<file path="src/rtl/addsub_pkg.sv">
// rtl/addsub_pkg.sv - shared types, opcode constants and sizing helper for addsub_serial
//
// Contents:
//   state_t   : FSM states {IDLE, RUN}
//   OP_ADD    : op encoding for A+B
//   OP_SUB    : op encoding for A-B
//   cnt_width : width of a counter that must hold 0..steps
package addsub_pkg;

    typedef enum logic {
        IDLE = 1'b0,
        RUN  = 1'b1
    } state_t;

    localparam logic OP_ADD = 1'b0;
    localparam logic OP_SUB = 1'b1;

    // A single-step configuration (steps=1) still needs a 1-bit counter.
    function automatic int cnt_width(input int steps);
        return (steps < 1) ? 1 : $clog2(steps + 1);
    endfunction

endpackage

</file>
<file path="src/rtl/addsub_serial_if.sv">
// rtl/addsub_serial_if.sv - request/result bundle between a client and addsub_serial
//
// Signals:
//   start, op, a_num, b_num         : request from the client
//   busy, done                      : handshake status from the unit
//   result, carry, sign, ovf, zero  : registered result and flags
// Modports:
//   master : client side (drives the request)
//   slave  : arithmetic unit side (drives status and results)
interface addsub_serial_if #(
    parameter int N = 8
);
    logic         start;
    logic         op;
    logic [N-1:0] a_num;
    logic [N-1:0] b_num;
    logic         busy;
    logic         done;
    logic [N-1:0] result;
    logic         carry;
    logic         sign;
    logic         ovf;
    logic         zero;

    modport master (
        output start, op, a_num, b_num,
        input  busy, done, result, carry, sign, ovf, zero
    );

    modport slave (
        input  start, op, a_num, b_num,
        output busy, done, result, carry, sign, ovf, zero
    );
endinterface

</file>
<file path="src/rtl/addsub_digit.sv">
// rtl/addsub_digit.sv - combinational DIGIT-bit ripple-carry adder slice
//
// Ports:
//   a, b     : DIGIT-bit operand digits
//   cin      : carry into bit 0
//   sum      : DIGIT-bit sum digit
//   cout     : carry out of the top bit
//   c_msb_in : carry into the top bit (for signed overflow on the last digit)
module addsub_digit #(
    parameter int DIGIT = 1
) (
    input  logic [DIGIT-1:0] a,
    input  logic [DIGIT-1:0] b,
    input  logic             cin,
    output logic [DIGIT-1:0] sum,
    output logic             cout,
    output logic             c_msb_in
);

    logic c;

    always_comb begin
        c        = cin;
        c_msb_in = cin;
        sum      = '0;
        for (int i = 0; i < DIGIT; i++) begin
            if (i == DIGIT - 1) begin
                c_msb_in = c;
            end
            sum[i] = a[i] ^ b[i] ^ c;
            c      = (a[i] & b[i]) | (c & (a[i] ^ b[i]));
        end
        cout = c;
    end

endmodule

</file>
<file path="src/rtl/addsub_serial.sv">
// rtl/addsub_serial.sv - digit-serial two's-complement adder/subtractor, DIGIT bits per clock
//
// Ports:
//   clk : system clock, rising edge
//   rst : synchronous active-high reset
//   bus : addsub_serial_if.slave (start/op/a_num/b_num in; busy/done/result/flags out)
module addsub_serial
    import addsub_pkg::*;
#(
    parameter int N     = 8,
    parameter int DIGIT = 1
) (
    input  logic            clk,
    input  logic            rst,
    addsub_serial_if.slave  bus
);

    localparam int STEPS = N / DIGIT;
    localparam int CW    = cnt_width(STEPS);

    state_t         state;
    state_t         state_next;
    logic [N-1:0]   a_sr;
    logic [N-1:0]   b_sr;
    logic [N-1:0]   res_sr;
    logic [N-1:0]   res_next;
    logic           cin_reg;
    logic           op_reg;
    logic [CW-1:0]  step_cnt;
    logic           last_step;

    logic [DIGIT-1:0] sum;
    logic             cout;
    logic             c_msb_in;

    addsub_digit #(.DIGIT(DIGIT)) u_digit (
        .a        (a_sr[DIGIT-1:0]),
        .b        (b_sr[DIGIT-1:0]),
        .cin      (cin_reg),
        .sum      (sum),
        .cout     (cout),
        .c_msb_in (c_msb_in)
    );

    // New sum digits enter at the MSB end; after STEPS shifts the first digit sits at bit 0.
    generate
        if (STEPS > 1) begin : g_shift
            assign res_next = {sum, res_sr[N-1:DIGIT]};
        end else begin : g_single
            assign res_next = sum;
        end
    endgenerate

    assign last_step = (state == RUN) && (step_cnt == CW'(STEPS - 1));
    assign bus.busy  = (state == RUN);

    always_ff @(posedge clk) begin
        if (rst) begin
            state <= IDLE;
        end else begin
            state <= state_next;
        end
    end

    always_comb begin
        state_next = state;
        case (state)
            IDLE: if (bus.start) state_next = RUN;
            RUN:  if (last_step) state_next = IDLE;
            default: state_next = IDLE;
        endcase
    end

    always_ff @(posedge clk) begin
        if (rst) begin
            a_sr       <= '0;
            b_sr       <= '0;
            res_sr     <= '0;
            cin_reg    <= 1'b0;
            op_reg     <= 1'b0;
            step_cnt   <= '0;
            bus.done   <= 1'b0;
            bus.result <= '0;
            bus.carry  <= 1'b0;
            bus.sign   <= 1'b0;
            bus.ovf    <= 1'b0;
            bus.zero   <= 1'b0;
        end else begin
            bus.done <= 1'b0;
            case (state)
                IDLE: begin
                    if (bus.start) begin
                        a_sr     <= bus.a_num;
                        // Subtract as A + ~B + 1: invert B here, seed the +1 as carry-in.
                        b_sr     <= (bus.op == OP_SUB) ? ~bus.b_num : bus.b_num;
                        cin_reg  <= bus.op;
                        op_reg   <= bus.op;
                        step_cnt <= '0;
                    end
                end
                RUN: begin
                    a_sr     <= a_sr >> DIGIT;
                    b_sr     <= b_sr >> DIGIT;
                    res_sr   <= res_next;
                    cin_reg  <= cout;
                    step_cnt <= step_cnt + CW'(1);
                    if (last_step) begin
                        bus.result <= res_next;
                        bus.carry  <= cout;
                        bus.sign   <= (op_reg == OP_SUB) & ~cout;
                        bus.ovf    <= c_msb_in ^ cout;
                        bus.zero   <= (res_next == '0);
                        bus.done   <= 1'b1;
                    end
                end
                default: ;
            endcase
        end
    end

endmodule

</file>
<file path="src/flat_wrapper.sv">
// flat-port wrapper written by rule: the top's interface ports become plain ports
module addsub_serial_flat import addsub_pkg::*;
#(
    parameter int N     = 8,
    parameter int DIGIT = 1
)
  (clk, rst, bus_start, bus_op, bus_a_num, bus_b_num, bus_busy, bus_done, bus_result, bus_carry, bus_sign, bus_ovf, bus_zero);
  addsub_serial_if #(.N(N)) bus_i ();
  input  logic clk;
  input  logic rst;
  input wire logic [$bits(bus_i.start)-1:0] bus_start;
  input wire logic [$bits(bus_i.op)-1:0] bus_op;
  input wire logic [$bits(bus_i.a_num)-1:0] bus_a_num;
  input wire logic [$bits(bus_i.b_num)-1:0] bus_b_num;
  output wire logic [$bits(bus_i.busy)-1:0] bus_busy;
  output wire logic [$bits(bus_i.done)-1:0] bus_done;
  output wire logic [$bits(bus_i.result)-1:0] bus_result;
  output wire logic [$bits(bus_i.carry)-1:0] bus_carry;
  output wire logic [$bits(bus_i.sign)-1:0] bus_sign;
  output wire logic [$bits(bus_i.ovf)-1:0] bus_ovf;
  output wire logic [$bits(bus_i.zero)-1:0] bus_zero;
  assign bus_i.start = bus_start;
  assign bus_i.op = bus_op;
  assign bus_i.a_num = bus_a_num;
  assign bus_i.b_num = bus_b_num;
  assign bus_busy = bus_i.busy;
  assign bus_done = bus_i.done;
  assign bus_result = bus_i.result;
  assign bus_carry = bus_i.carry;
  assign bus_sign = bus_i.sign;
  assign bus_ovf = bus_i.ovf;
  assign bus_zero = bus_i.zero;
  addsub_serial #(.N(N), .DIGIT(DIGIT)) u_core (.clk(clk), .rst(rst), .bus(bus_i));
endmodule
</file>
<file path="config.mk">
export PLATFORM = sky130hd
export DESIGN_NAME = addsub_serial_flat
export DESIGN_NICKNAME = d
export VERILOG_FILES = /design/src/rtl/addsub_pkg.sv /design/src/rtl/addsub_serial_if.sv /design/src/rtl/addsub_digit.sv /design/src/rtl/addsub_serial.sv /design/src/flat_wrapper.sv
export SDC_FILE = /design/constraint.sdc
export NUM_CORES = 1
export LEC_CHECK = 0
export BUFFER_PORTS_ARGS = -buffer_cell sky130_fd_sc_hd__buf_2
export CAP_MARGIN = 15
export CELL_PAD_IN_SITES_DETAIL_PLACEMENT = 1
export CELL_PAD_IN_SITES_GLOBAL_PLACEMENT = 1
export CORE_AREA = 2 2 69 71
export CTS_CLUSTER_DIAMETER = 80
export DETAILED_ROUTE_END_ITERATION = 8
export DIE_AREA = 0 0 71 73
export PLACE_DENSITY = 0.82
export SETUP_SLACK_MARGIN = 0.4
export SYNTH_ARGS = -nofsm -noshare
export SYNTH_HDL_FRONTEND = slang
export SYNTH_HIERARCHICAL = 1
export SYNTH_SLANG_ARGS = --single-unit
export TNS_END_PERCENT = 30
</file>
<file path="constraint.sdc">
create_clock -name clk -period 1.4 [get_ports clk]
set_input_delay 0.14 -clock clk [delete_from_list [all_inputs] [get_ports clk]]
set_output_delay 0.14 -clock clk [all_outputs]
set_load 0.05 [all_outputs]
</file>
==> results <==
- Input and output buffers added on the ports amount to 33.
- The number of diodes added for antenna fixing is 0.
- In this run, the clock network consumes a little under a third of the power.
- The total standard cell area after synthesis is between 0.0015 and 0.002 mm2.
- Summing the areas of all compound-gate instances in the mapped netlist gives about 15% of the synthesized area.
- Measured against its own limit, the worst slew margin works out to about two thirds.
- After layout, the minimum clock period comes to roughly 1300 ps.
- In this run the deepest clock path goes through 2 buffers.
- The number of pins exceeding their max-slew limit in the final report is 0.
- For this design the ratio of total power to cell area is between 1000 and 1500 mW/mm2.
- The placeable core area is 0.00454 mm2.
- The xor/xnor cell area share of the yosys netlist is ~4.8%.
- The global router's overall resource usage is approximately 17%.
- The average vias per placed instance is ~5.3.
- Data on the critical path arrives at its endpoint at around 1500 ps.
- The largest registers in the layout are u_core/a_sr x8, u_core/b_sr x8, u_core/bus.result x8.
- The post-detailed-route wirelength per cell is roughly 17 um.
- The worst register-to-register path has a depth of 3.
- The die is between 70 and 80 um tall.
- The share of cell area taken by muxes after synthesis is 12.6%.
- The share of synthesized cell area in and, or, nand and nor gates is a little under an eighth.
- The number of primary I/O pins is 34.
- The top achievable clock speed is around 760 MHz.
- The tool flagged a number of max-cap violations equal to 0.
- The analysis attributes to net switching a power of roughly 0.63 mW.
- The type of destination of the critical path is a flip-flop.
- When the netlist entered floorplanning its net count stood at 200.
- The global placer's final weighted congestion is around 0.72.
- The sequential share of power is a little over half.
- Counting distinct cell types in the post-synthesis netlist gives 31.
- Compared with the post-synthesis result, the final layout area differs by 28.1%.
- The total via count in the routed design is ~1500.
- The largest single stage delay on the critical path is roughly 600 ps.
- In this run the worst path has a maximum fanout of 3.
- At the later pin of the worst-skew pair, clock insertion delay measures 300 ps.
- The initial antenna violation count is 0.
- The placed instance count is 257.
- At the pin with the least slew margin, the transition time is 521 ps.
- The largest clock skew in the final design is slightly above 7 ps.
- In the finished design, the share of the clock period the worst path needs comes to between 90% and 100%.
- The number of nets still failing antenna checks after routing is 0.
- The total internal power is around 1.8 mW.
- In this run the cell area measured after placement is just over 0.002 mm2.
- The CTS clock-pin slew for the worst setup and hold paths is around 80 ps.
- Cells fill 51.3% of the core in the end.
- The leakage power summed over all cells is around 1.0 nW.
- Of the total power, the share spent switching nets is between 20 and 30%.
- After the last flow step, the layout net total stands at around 240.
- The share of power burned in combinational logic is between 10% and 20%.
- The root cell of the clock tree is sky130_fd_sc_hd__clkbuf_8.
- The share of the Yosys chip area taken by registers is a little under half.
- The CTS sink count is 43.
- The aggregate global routing overflow is 0.
- The number of global-route vias before repair is around 1400.
- After synthesis, the mean cell area works out to just over 10 um2.
- The number of placement rows is 25.
- The proportion of layout cells with a drive suffix above 1 is between 30% and 40%.
- By area, the combinational part of the netlist is dominated by compound AO/OA/AOI/OAI gates.
- On the critical path, the stage with the largest delay is an instance of sky130_fd_sc_hd__fa_2.
- Buffers inserted during clock tree synthesis total 5.
- The chip width is 71 um.
- Setup total negative slack on the finished layout was measured at 0 ps.
- After clock tree synthesis, the flow added hold-fix buffers numbering 0.
- The adder and majority gate portion of the synthesized area is between 1.5 and 2%.
- The final layout contains routed wiring with a total length of ~4.6 mm.
- The final instance area is 0.00233 mm2.
- IR analysis of the VDD net gives a maximum drop of around 520 uV.
- The final routed DRC violation total is 0.
- The min-delay analysis places its worst path in the category in -> reg.
- For this run, the detailed router's first-pass iteration total came to 4.
- Setup repair after global routing could not meet its margin everywhere.
- The starting DRC count in detailed routing is between 70 and 80.
- Setup violations remaining at the end of the flow were counted as 0.
- The clock tree from TritonCTS is yes.
- The flip-flop and latch count after synthesis is 43.
- During synthesis, Yosys emitted a total of 6 warnings.
- The critical path goes through fa_2 -> nor4_1 -> a32o_1.
- The pin count of the biggest net entering global routing is 27.
- The cell depth of the worst hold path is 3.
- The clock tree synthesis step divided the H-tree into 2 levels.
- The critical path required time is roughly 1600 ps.
- The global-route wire length before repair is slightly below 7 mm.
- The initial core utilization is about two fifths.
- The path type of the worst setup path is reg -> reg.
- The final number of hold-violating endpoints is 0.
- STA classifies the critical path startpoint as a flip-flop.
- After the flow finishes, the layout carries non-filler instances totaling around 280.
- The floorplan step defined a die boundary enclosing between 0.005 and 0.006 mm2.
- The run finished with clean final reports.
- After technology mapping, the gate count stands at between 150 and 200.
- The detailed placer's ending HPWL is 2.61 mm.
==> final cells by class <==
type,count,area (um2)
clock buffers,6,72.6
inverters,3,11.3
clock inverters,2,12.5
fillers,516,2210
flip-flops and latches,43,873
multi-input cells,117,882
well taps,54,67.6
repair buffers,52,408
==> path summary, 6_finish.rpt <==
kind         slack (ps)      startpoint         endpoint
max                  80  u_core/b_sr[0]  u_core/bus.zero
min                 170    bus_a_num[7]   u_core/a_sr[7]
max reg2reg          80  u_core/b_sr[0]  u_core/bus.zero
min reg2reg         460  u_core/b_sr[7]   u_core/b_sr[6]
==> stage by stage <==
| stage | worst slack [ps] | hold slack, ps | power [mW] |
|---|---|---|---|
| final | 81.7 | 166 | 2.45 |
| after global placement | 110 | 436 | 1.61 |
| after global routing | 56.6 | 185 | 2.57 |
| after detailed placement | 67.9 | 454 | 1.62 |
| after floorplan | 132 | 222 | 1.55 |
| after CTS | 98.1 | 170 | 2.41 |
==> cell families after synthesis <==
family | after synthesis
xor gates and xnor gates | 10
DFF | 43
muxes | 22
buffers and inverters | 18
AOI/OAI and AO/OA | 38
adders and majority gates | 2
and+or+nand+nor | 45
==> repair_timing <==
item,CTS,global route
pin swaps,3,12
setup endpoints to repair,51,50
gates resized for setup,11,11
setup buffers,6,4
cloned,1,1
==> cells in the final DEF, fill, tap and decap left out, drive strengths merged, types with 2 or more instances in the layout <==
master,netlist,layout
buf,14,51
dfxtp,43,43
nor2,26,26
mux2i,15,15
a21oi,12,12
a22o,10,10
xnor2,8,8
nand2,8,8
mux2,7,7
a211o,7,7
clkbuf,1,7
inv,3,3
nor3b,3,3
a211oi,3,3
xor2,2,2
o21a,2,2
a32o,2,2
nor4,2,2
nor2b,2,2
==> worst max-delay path: cells and delay by family (launching register included) <==
kind	cells	cell delay [ps]
AOI/OAI and AO/OA	1	210
adders and majority gates	1	600
DFF	1	350
and+or+nand+nor	1	50
==> power groups by stage <==
stage          clock network, mW  logic [mW]  registers, mW
5_1_grt                    0.844       0.411           1.31
3_5_place_dp                   0       0.280           1.34
2_1_floorplan                  0       0.221           1.33
6_report                   0.767       0.376           1.31
3_3_place_gp                   0       0.270           1.34
4_1_cts                    0.789       0.323           1.30
==> per-layer routing <==
layer	share of wire (%)	track usage (%)
met1	44	21.4
met2	52	29.4
met3	2.9	4.28
met4	1.3	7.13
met5	0	0
==> cells in the mapped netlist, drive strengths merged <==
cell      n  area, um2
nor3      1       5.00
mux2i    15        150
xor2      2       17.5
buf      14       92.6
nand4b    1       15.0
a22o     10       87.6
a211o     7       61.3
inv       3       11.3
nor2     26        100
nor4      2       12.5
dfxtp    43        861
a32o      2       20.0
mux2      7       78.8
a21oi    12       60.1
clkbuf    1       3.75
a211oi    3       22.5
o21ai     1       5.00
nand3     1       5.00
ha        1       12.5
a2111oi   1       10.0
nor2b     2       20.0
xnor2     8       70.1
o21a      2       15.0
nor3b     3       22.5
nand3b    1       7.51
fa        1       20.0
nand2     8       30.0
(Power assumes the default switching activity.)
